File: src/rtl/ahb_matrix_pkg.sv
// Shared definitions for the AHB matrix blocks (input stage, output stage, arbiter).
// Holds the HTRANS/HRESP codes, the input-stage FSM state type and the
// address/control bundle that an input stage captures while waiting for a grant.
package ahb_matrix_pkg;

    localparam logic [1:0] HtransIdle   = 2'b00;
    localparam logic [1:0] HtransBusy   = 2'b01;
    localparam logic [1:0] HtransNonseq = 2'b10;
    localparam logic [1:0] HtransSeq    = 2'b11;

    localparam logic HrespOkay  = 1'b0;
    localparam logic HrespError = 1'b1;

    typedef enum logic [1:0] {
        StIdle = 2'b00,  // no transfer outstanding
        StPend = 2'b01,  // address phase held, awaiting grant
        StData = 2'b10   // data phase in progress downstream
    } in_state_e;

    typedef struct packed {
        logic [31:0] addr;
        logic [1:0]  trans;
        logic        write;
        logic [2:0]  size;
        logic [2:0]  burst;
        logic [3:0]  prot;
        logic [3:0]  master;
        logic        mastlock;
    } addr_ctrl_t;

endpackage

File: src/rtl/ahb_input_stage_dmam_if.sv
// Signal bundle around one AHB matrix input stage.
// Master side: H*S address/control in, HREADYS in, HREADYOUTS/HRESPS out.
// Output-stage side: *_ip / master_op forwarded address/control and held_tran_ip out,
// active_ip/readyout_ip/resp_ip in.
// Modport slave is the input stage's view; modport master is the environment's view.
interface ahb_input_stage_dmam_if;

    logic        HSELS;
    logic [31:0] HADDRS;
    logic [1:0]  HTRANSS;
    logic        HWRITES;
    logic [2:0]  HSIZES;
    logic [2:0]  HBURSTS;
    logic [3:0]  HPROTS;
    logic [3:0]  HMASTERS;
    logic        HMASTLOCKS;
    logic        HREADYS;
    logic        HREADYOUTS;
    logic        HRESPS;

    logic        sel_ip;
    logic [31:0] addr_ip;
    logic [1:0]  trans_ip;
    logic        write_ip;
    logic [2:0]  size_ip;
    logic [2:0]  burst_ip;
    logic [3:0]  prot_ip;
    logic [3:0]  master_op;
    logic        mastlock_ip;
    logic        held_tran_ip;
    logic        active_ip;
    logic        readyout_ip;
    logic        resp_ip;

    modport slave (
        input  HSELS, HADDRS, HTRANSS, HWRITES, HSIZES, HBURSTS, HPROTS, HMASTERS,
               HMASTLOCKS, HREADYS, active_ip, readyout_ip, resp_ip,
        output HREADYOUTS, HRESPS, sel_ip, addr_ip, trans_ip, write_ip, size_ip,
               burst_ip, prot_ip, master_op, mastlock_ip, held_tran_ip
    );

    modport master (
        output HSELS, HADDRS, HTRANSS, HWRITES, HSIZES, HBURSTS, HPROTS, HMASTERS,
               HMASTLOCKS, HREADYS, active_ip, readyout_ip, resp_ip,
        input  HREADYOUTS, HRESPS, sel_ip, addr_ip, trans_ip, write_ip, size_ip,
               burst_ip, prot_ip, master_op, mastlock_ip, held_tran_ip
    );

endinterface

File: src/rtl/ahb_input_stage_dmam.sv
// AHB matrix input stage.
// Passes a master's address phase straight to the output stage when granted; otherwise
// captures it into a hold register and stalls the master (HREADYOUTS=0) until the
// output stage grants this port. Data-phase ready/response are forwarded from the
// granted output stage.
// Ports: HCLK (clock), HRESET (async active-high reset), bus (slave modport of
// ahb_input_stage_dmam_if carrying the master-side and output-stage-side signals).
module ahb_input_stage_dmam
    import ahb_matrix_pkg::*;
(
    input  logic                  HCLK,
    input  logic                  HRESET,
    ahb_input_stage_dmam_if.slave bus
);

    in_state_e  state_q, state_d;
    addr_ctrl_t hold_q, hold_d;
    addr_ctrl_t live;
    addr_ctrl_t fwd;
    logic       live_valid;
    logic       held_tran;
    logic       accept;

    always_comb begin
        live.addr     = bus.HADDRS;
        live.trans    = bus.HTRANSS;
        live.write    = bus.HWRITES;
        live.size     = bus.HSIZES;
        live.burst    = bus.HBURSTS;
        live.prot     = bus.HPROTS;
        live.master   = bus.HMASTERS;
        live.mastlock = bus.HMASTLOCKS;
    end

    assign live_valid = bus.HSELS & bus.HTRANSS[1] & bus.HREADYS;

    // Output multiplexer: held copy in PEND, live inputs otherwise.
    always_comb begin
        fwd        = live;
        bus.sel_ip = bus.HSELS;
        held_tran  = live_valid;
        if (state_q == StPend) begin
            fwd        = hold_q;
            // A held SEQ/NONSEQ is reissued as the first beat of a new access.
            fwd.trans  = HtransNonseq;
            bus.sel_ip = 1'b1;
            held_tran  = 1'b1;
        end
        // Reset also quiets the combinational path so nothing is offered downstream.
        if (HRESET) begin
            fwd.trans = HtransIdle;
            held_tran = 1'b0;
        end
    end

    assign bus.addr_ip      = fwd.addr;
    assign bus.trans_ip     = fwd.trans;
    assign bus.write_ip     = fwd.write;
    assign bus.size_ip      = fwd.size;
    assign bus.burst_ip     = fwd.burst;
    assign bus.prot_ip      = fwd.prot;
    assign bus.master_op    = fwd.master;
    assign bus.mastlock_ip  = fwd.mastlock;
    assign bus.held_tran_ip = held_tran;

    assign accept = held_tran & bus.active_ip & bus.readyout_ip;

    // Master-facing ready/response.
    always_comb begin
        bus.HREADYOUTS = 1'b1;
        bus.HRESPS     = HrespOkay;
        unique case (state_q)
            StPend: begin
                bus.HREADYOUTS = 1'b0;
            end
            StData: begin
                bus.HREADYOUTS = bus.readyout_ip;
                bus.HRESPS     = bus.resp_ip;
            end
            default: begin
                bus.HREADYOUTS = 1'b1;
                bus.HRESPS     = HrespOkay;
            end
        endcase
    end

    // Next-state and hold-register capture.
    always_comb begin
        state_d = state_q;
        hold_d  = hold_q;
        unique case (state_q)
            StPend: begin
                if (accept) begin
                    state_d = StData;
                end
            end
            default: begin
                if (live_valid && accept) begin
                    state_d = StData;
                end else if (live_valid) begin
                    state_d = StPend;
                    hold_d  = live;
                end else if (bus.readyout_ip || (state_q == StIdle)) begin
                    state_d = StIdle;
                end
            end
        endcase
    end

    always_ff @(posedge HCLK or posedge HRESET) begin
        if (HRESET) begin
            state_q <= StIdle;
            hold_q  <= '0;
        end else begin
            state_q <= state_d;
            hold_q  <= hold_d;
        end
    end

endmodule

File: src/flat_wrapper.sv
// flat-port wrapper written by rule: the top's interface ports become plain ports
module ahb_input_stage_dmam_flat import ahb_matrix_pkg::*;
  (HCLK, HRESET, bus_HSELS, bus_HADDRS, bus_HTRANSS, bus_HWRITES, bus_HSIZES, bus_HBURSTS, bus_HPROTS, bus_HMASTERS, bus_HMASTLOCKS, bus_HREADYS, bus_active_ip, bus_readyout_ip, bus_resp_ip, bus_HREADYOUTS, bus_HRESPS, bus_sel_ip, bus_addr_ip, bus_trans_ip, bus_write_ip, bus_size_ip, bus_burst_ip, bus_prot_ip, bus_master_op, bus_mastlock_ip, bus_held_tran_ip);
  ahb_input_stage_dmam_if bus_i ();
  input  logic HCLK;
  input  logic HRESET;
  input wire logic [$bits(bus_i.HSELS)-1:0] bus_HSELS;
  input wire logic [$bits(bus_i.HADDRS)-1:0] bus_HADDRS;
  input wire logic [$bits(bus_i.HTRANSS)-1:0] bus_HTRANSS;
  input wire logic [$bits(bus_i.HWRITES)-1:0] bus_HWRITES;
  input wire logic [$bits(bus_i.HSIZES)-1:0] bus_HSIZES;
  input wire logic [$bits(bus_i.HBURSTS)-1:0] bus_HBURSTS;
  input wire logic [$bits(bus_i.HPROTS)-1:0] bus_HPROTS;
  input wire logic [$bits(bus_i.HMASTERS)-1:0] bus_HMASTERS;
  input wire logic [$bits(bus_i.HMASTLOCKS)-1:0] bus_HMASTLOCKS;
  input wire logic [$bits(bus_i.HREADYS)-1:0] bus_HREADYS;
  input wire logic [$bits(bus_i.active_ip)-1:0] bus_active_ip;
  input wire logic [$bits(bus_i.readyout_ip)-1:0] bus_readyout_ip;
  input wire logic [$bits(bus_i.resp_ip)-1:0] bus_resp_ip;
  output wire logic [$bits(bus_i.HREADYOUTS)-1:0] bus_HREADYOUTS;
  output wire logic [$bits(bus_i.HRESPS)-1:0] bus_HRESPS;
  output wire logic [$bits(bus_i.sel_ip)-1:0] bus_sel_ip;
  output wire logic [$bits(bus_i.addr_ip)-1:0] bus_addr_ip;
  output wire logic [$bits(bus_i.trans_ip)-1:0] bus_trans_ip;
  output wire logic [$bits(bus_i.write_ip)-1:0] bus_write_ip;
  output wire logic [$bits(bus_i.size_ip)-1:0] bus_size_ip;
  output wire logic [$bits(bus_i.burst_ip)-1:0] bus_burst_ip;
  output wire logic [$bits(bus_i.prot_ip)-1:0] bus_prot_ip;
  output wire logic [$bits(bus_i.master_op)-1:0] bus_master_op;
  output wire logic [$bits(bus_i.mastlock_ip)-1:0] bus_mastlock_ip;
  output wire logic [$bits(bus_i.held_tran_ip)-1:0] bus_held_tran_ip;
  assign bus_i.HSELS = bus_HSELS;
  assign bus_i.HADDRS = bus_HADDRS;
  assign bus_i.HTRANSS = bus_HTRANSS;
  assign bus_i.HWRITES = bus_HWRITES;
  assign bus_i.HSIZES = bus_HSIZES;
  assign bus_i.HBURSTS = bus_HBURSTS;
  assign bus_i.HPROTS = bus_HPROTS;
  assign bus_i.HMASTERS = bus_HMASTERS;
  assign bus_i.HMASTLOCKS = bus_HMASTLOCKS;
  assign bus_i.HREADYS = bus_HREADYS;
  assign bus_i.active_ip = bus_active_ip;
  assign bus_i.readyout_ip = bus_readyout_ip;
  assign bus_i.resp_ip = bus_resp_ip;
  assign bus_HREADYOUTS = bus_i.HREADYOUTS;
  assign bus_HRESPS = bus_i.HRESPS;
  assign bus_sel_ip = bus_i.sel_ip;
  assign bus_addr_ip = bus_i.addr_ip;
  assign bus_trans_ip = bus_i.trans_ip;
  assign bus_write_ip = bus_i.write_ip;
  assign bus_size_ip = bus_i.size_ip;
  assign bus_burst_ip = bus_i.burst_ip;
  assign bus_prot_ip = bus_i.prot_ip;
  assign bus_master_op = bus_i.master_op;
  assign bus_mastlock_ip = bus_i.mastlock_ip;
  assign bus_held_tran_ip = bus_i.held_tran_ip;
  ahb_input_stage_dmam u_core (.HCLK(HCLK), .HRESET(HRESET), .bus(bus_i));
endmodule
File: config.mk
export PLATFORM = sky130hd
export DESIGN_NAME = ahb_input_stage_dmam_flat
export DESIGN_NICKNAME = d
export VERILOG_FILES = /design/src/rtl/ahb_matrix_pkg.sv /design/src/rtl/ahb_input_stage_dmam_if.sv /design/src/rtl/ahb_input_stage_dmam.sv /design/src/flat_wrapper.sv
export SDC_FILE = /design/constraint.sdc
export NUM_CORES = 1
export LEC_CHECK = 0
export CAP_MARGIN = 30
export CORE_MARGIN = 2
export CORE_UTILIZATION = 42
export DETAILED_ROUTE_END_ITERATION = 16
export GPL_ROUTABILITY_DRIVEN = 0
export GPL_TIMING_DRIVEN = 0
export MAX_ROUTING_LAYER = met4
export PLACE_DENSITY = 0.79
export SYNTH_ARGS = -nofsm -noshare
export SYNTH_HDL_FRONTEND = slang
export SYNTH_SLANG_ARGS = --single-unit
File: constraint.sdc
create_clock -name HCLK -period 3.5 [get_ports HCLK]
set_input_delay 0.875 -clock HCLK [delete_from_list [all_inputs] [get_ports HCLK]]
set_output_delay 0.875 -clock HCLK [all_outputs]
set_load 0.02 [all_outputs]
Word level (Yosys, flattened, before mapping)
Cells that the tools add are included.
Storage, ports and cells
  register bits after elaboration: 50
  bits in latches: 0
  bits in writable memories: 0
  ROM bits: 0
  output and inout port bits: 54
  word-level logic and storage cells: 35
  memories: 0
Cells by class
  add/sub/neg operators: 0
  multiply operators: 0
  div/mod/pow operators: 0
  order comparisons: 0
  equality and inequality tests: 3
  shift-type cells: 0
  multiplexer cells: 12
  bitwise logic cells: 6
  reduce and logical (&&, ||, !) cells: 6
Operators by type and width (count)
  50-bit 2-to-1 mux: 1
  2-bit 2-to-1 mux: 6
  1-bit bitwise AND: 4
  1-bit 2-to-1 mux: 4
  4-bit nonzero test: 1
  3-bit AND reduction: 1
  2-bit by 1-bit equality test with 1-bit output (second input constant): 1
  2-bit equality test (second input constant): 1
  2-bit logical NOT: 1
  2-bit by 1-bit != test with 1-bit output (second input constant): 1
  1-bit NOT: 2
  1-bit one-hot mux with 2 select lines: 1
  2-bit AND reduction: 1
  1-bit logical AND: 1
  1-bit logical OR: 1

Depth between registers and ports, before layout
  word-level depth: 9
  mapped depth: 6
  gate-level depth less buffers: 3

Worst setup path before layout
No wires, ideal clock.
  path kind: input-to-output
  start: input port HRESET
  end: output port bus_trans_ip[0]
  arrival: 2.375 ns
  setup slack: 0.250 ns
  stages: 2
  cells stage by stage: inv_1 and3_1
On the way
  cells in the longest elaborated chain, start to end: 1
RTL lines
  start, declared: line flat_wrapper.sv:6  | input logic HRESET;
  2-bit 2-to-1 mux: line ahb_input_stage_dmam.sv:50  | if (HRESET) begin
  end, declared: line flat_wrapper.sv:24  | output wire logic [$bits(bus_i.trans_ip)-1:0] bus_trans_ip;
Every way passes these cells.

Worst setup path after layout
  start: input port bus_HTRANSS[1]
  end: output port bus_held_tran_ip
On the way
  cells in the longest elaborated chain, start to end: 4
RTL lines
  start, declared: line flat_wrapper.sv:9  | input wire logic [$bits(bus_i.HTRANSS)-1:0] bus_HTRANSS;
  1-bit bitwise AND (2 in series): line ahb_input_stage_dmam.sv:35  | assign live_valid = bus.HSELS & bus.HTRANSS[1] & bus.HREADYS;
  1-bit 2-to-1 mux: line ahb_input_stage_dmam.sv:42  | if (state_q == StPend) begin
  1-bit 2-to-1 mux: line ahb_input_stage_dmam.sv:50
  end, declared: line flat_wrapper.sv:31  | output wire logic [$bits(bus_i.held_tran_ip)-1:0] bus_held_tran_ip;
Every way passes these cells.

==> out/results.ini <==
[final_layout]
drive_gt1_frac=0.0817
finalInstanceArea_um2=3780
antenna_cells=0
synthToLayoutAreaGrowth_pct=52.4
fin_nets=461
fillCellCount=478

[yosys]
synth-warning-count=0
syn_nets=342
netlist.top_cell.by_area=dfrtp_1
yosys-top-cells-area=dfrtp_1 50%, nand2_1 22%, o2bb2ai_1 17%, buf_2 3.0%, buf_6 1.8%
syn_area_per_cell_um2=8.71
synth_common_cells=145 x nand2_1, 50 x dfrtp_1, 48 x o2bb2ai_1, 15 x buf_2, 6 x nor2_1
yosys_register_bits=50
synth_top_area_share=0.504
postSynthCellCount=285
synth_most_common_cell=nand2_1
seq_area_frac_synth=0.504
syn_area_um2=2480
synth-main-ff-cell=dfrtp_1
ys_types=20
synth_edf_count=0
synth-async-reset-ratio=1.00

[sta]
slew_headroom=0.681
tightest_slew_ns=0.478
min_period_ns=3.26
period_share=0.930
rsz0062_at_grt=no
maxSlewViolCount=0
max_freq_mhz=307
hold_viol_final=0
hold_ws_ns=0.494
clock_skew_ns=0.00346
finalSetupViolations=0

[drt]
drc=0
dr.pass1.iters=4
first_iter_violations=155
wirelength_mm=6.54
avgViaCountPerCell=5.03
ant_nets=0
vias=2394
post_drt_wl_per_cell_um=13.7

[clock_network]
htreeDepth=2
cts.sink_count=50
path_clk_slew_ns=0.08
insertion_delay_ns=0.29
cts-buffers-inserted=5
cts_tree=yes
cts_root_buffer=clkbuf_8
cts_hold_buf=0
cts_buffer_depth=2

[floorplan]
dieWidth_um=80.9
io_pins=111
dieArea_um2=6540
initial_core_util=0.442
core_um2=5610
rows=27
die_h_um=80.9

[global_routing]
grt_use_total=0.214
grt_pass1_wl_mm=10.8
first_global_vias=2347
grt_max_degree=37
antenna_found_initial=0
grt-ovfl-total=0

[placed_design]
hpwl_mm=4.84
port_buffers=110
placedInstanceArea_um2=3690

[power]
p_per_area_nw_per_um2=550
peakVddDrop_mv=0.252
power_w=0.00208
p_leak_nw=1.75

[run_status]
status=finished, final reports clean

[setup_path]
end_kind=output pin
worst-path-max-fanout=5
startpoint_type=input pin
crit_type=in2out
rr_worst_depth=6
critPathArrivalTime_ns=2.38
required_ns=2.62

[worst_hold_path]
hold_path.class=reg2reg
holdPathStages=1

[job]
cap_violations=0

## final cells by class
type	count	area [um^2]	area share
buffer	22	131	0.0347
clock buffer	5	68.8	0.0182
clock inverter	2	10.0	0.00265
inverter	1	8.76	0.00232
multi-input combinational	212	1090	0.289
sequential	50	1250	0.331
tap	72	90.1	0.0238
timing repair buffer	112	1130	0.298
## worst paths after layout
path                            slack [ns]                 to               from
worst max-delay path                  0.24   bus_held_tran_ip     bus_HTRANSS[1]
worst min-delay path                  0.49  u_core.hold_q[41]  u_core.hold_q[41]
worst max register to register        2.13  u_core.hold_q[14]  u_core.state_q[1]
worst min register to register        0.49  u_core.hold_q[41]  u_core.hold_q[41]
max in group asynchronous             2.40  u_core.hold_q[32]             HRESET
min in group asynchronous             0.90   u_core.hold_q[6]             HRESET
## metrics by stage
stage | TNS, ns | worst slack, ns | instances | utilization
after global placement | -1.29 | -1.29 | 467 | 0.655
after detailed placement | -0.275 | -0.275 | 468 | 0.658
after global routing | 0 | 0.179 | 476 | 0.674
after CTS | 0 | 0.244 | 476 | 0.674
final | 0 | 0.245 | 476 | 0.674
after floorplan | 0 | 0.250 | 285 | -
## worst max-delay path, stage by stage
cell	delay, ns
clkdlybuf4s50_1	0.48
and3_4	0.24
nor2_1	0.07
nor2_1	0.09
clkdlybuf4s50_1	0.63
## state kept, by name, indices dropped and copies added (netlist names)
| name | count |
|---|---|
| u_core.state_q | 2 |
| u_core.hold_q | 48 |
## metal layers
metal / up-vias / track usage / share of wire
li1: 1200 / - / -
met1: 1107 / 0.285 / 0.46
met2: 82 / 0.350 / 0.46
met3: 5 / 0.0356 / 0.066
met4: 0 / 0.0424 / 0.0060
met5: - / - / 0
## cell usage in the layout (no fill, tap or decap)
cell type / synthesis / routed
and3_1: 1 / 1
o21ai_2: 1 / 1
buf_1: 2 / 2
nand2_1: 145 / 145
nor2_1: 6 / 6
o211ai_4: 1 / 1
dlygate4sd2_1: 0 / 1
and3_4: 1 / 1
buf_2: 15 / 15
nand2_2: 1 / 1
o2bb2ai_1: 48 / 48
buf_6: 4 / 4
buf_4: 0 / 1
clkinv_2: 0 / 2
inv_6: 0 / 1
clkdlybuf4s50_1: 0 / 109
and3b_1: 1 / 1
clkbuf_8: 0 / 5
nor2b_1: 1 / 1
a21oi_1: 1 / 1
nand2b_1: 3 / 3
o32ai_1: 1 / 1
dfrtp_1: 50 / 50
clkbuf_1: 1 / 1
a31oi_1: 1 / 1
buf_12: 0 / 1
## cell families after synthesis
logic type             after synthesis  share of synthesized area
buffers and inverters               23                     0.0545
flip-flops                          50                      0.504
AND/OR/NAND/NOR                    159                      0.252
AO/OA/AOI/OAI                       53                      0.190
## power breakdown
group | switching [W] | leakage, nW | internal (W)
combinational | 0.000473 | 1.08 | 0.000468
clock | 0.000177 | 0.0438 | 0.000134
sequential | 0.0000891 | 0.628 | 0.000739
## timing repair
item	in CTS	in global routing
buffers inserted	1	0
endpoints found under the setup margin	1	0
gates resized for setup	3	0
Note: power is estimated with default switching activity, not from simulation.
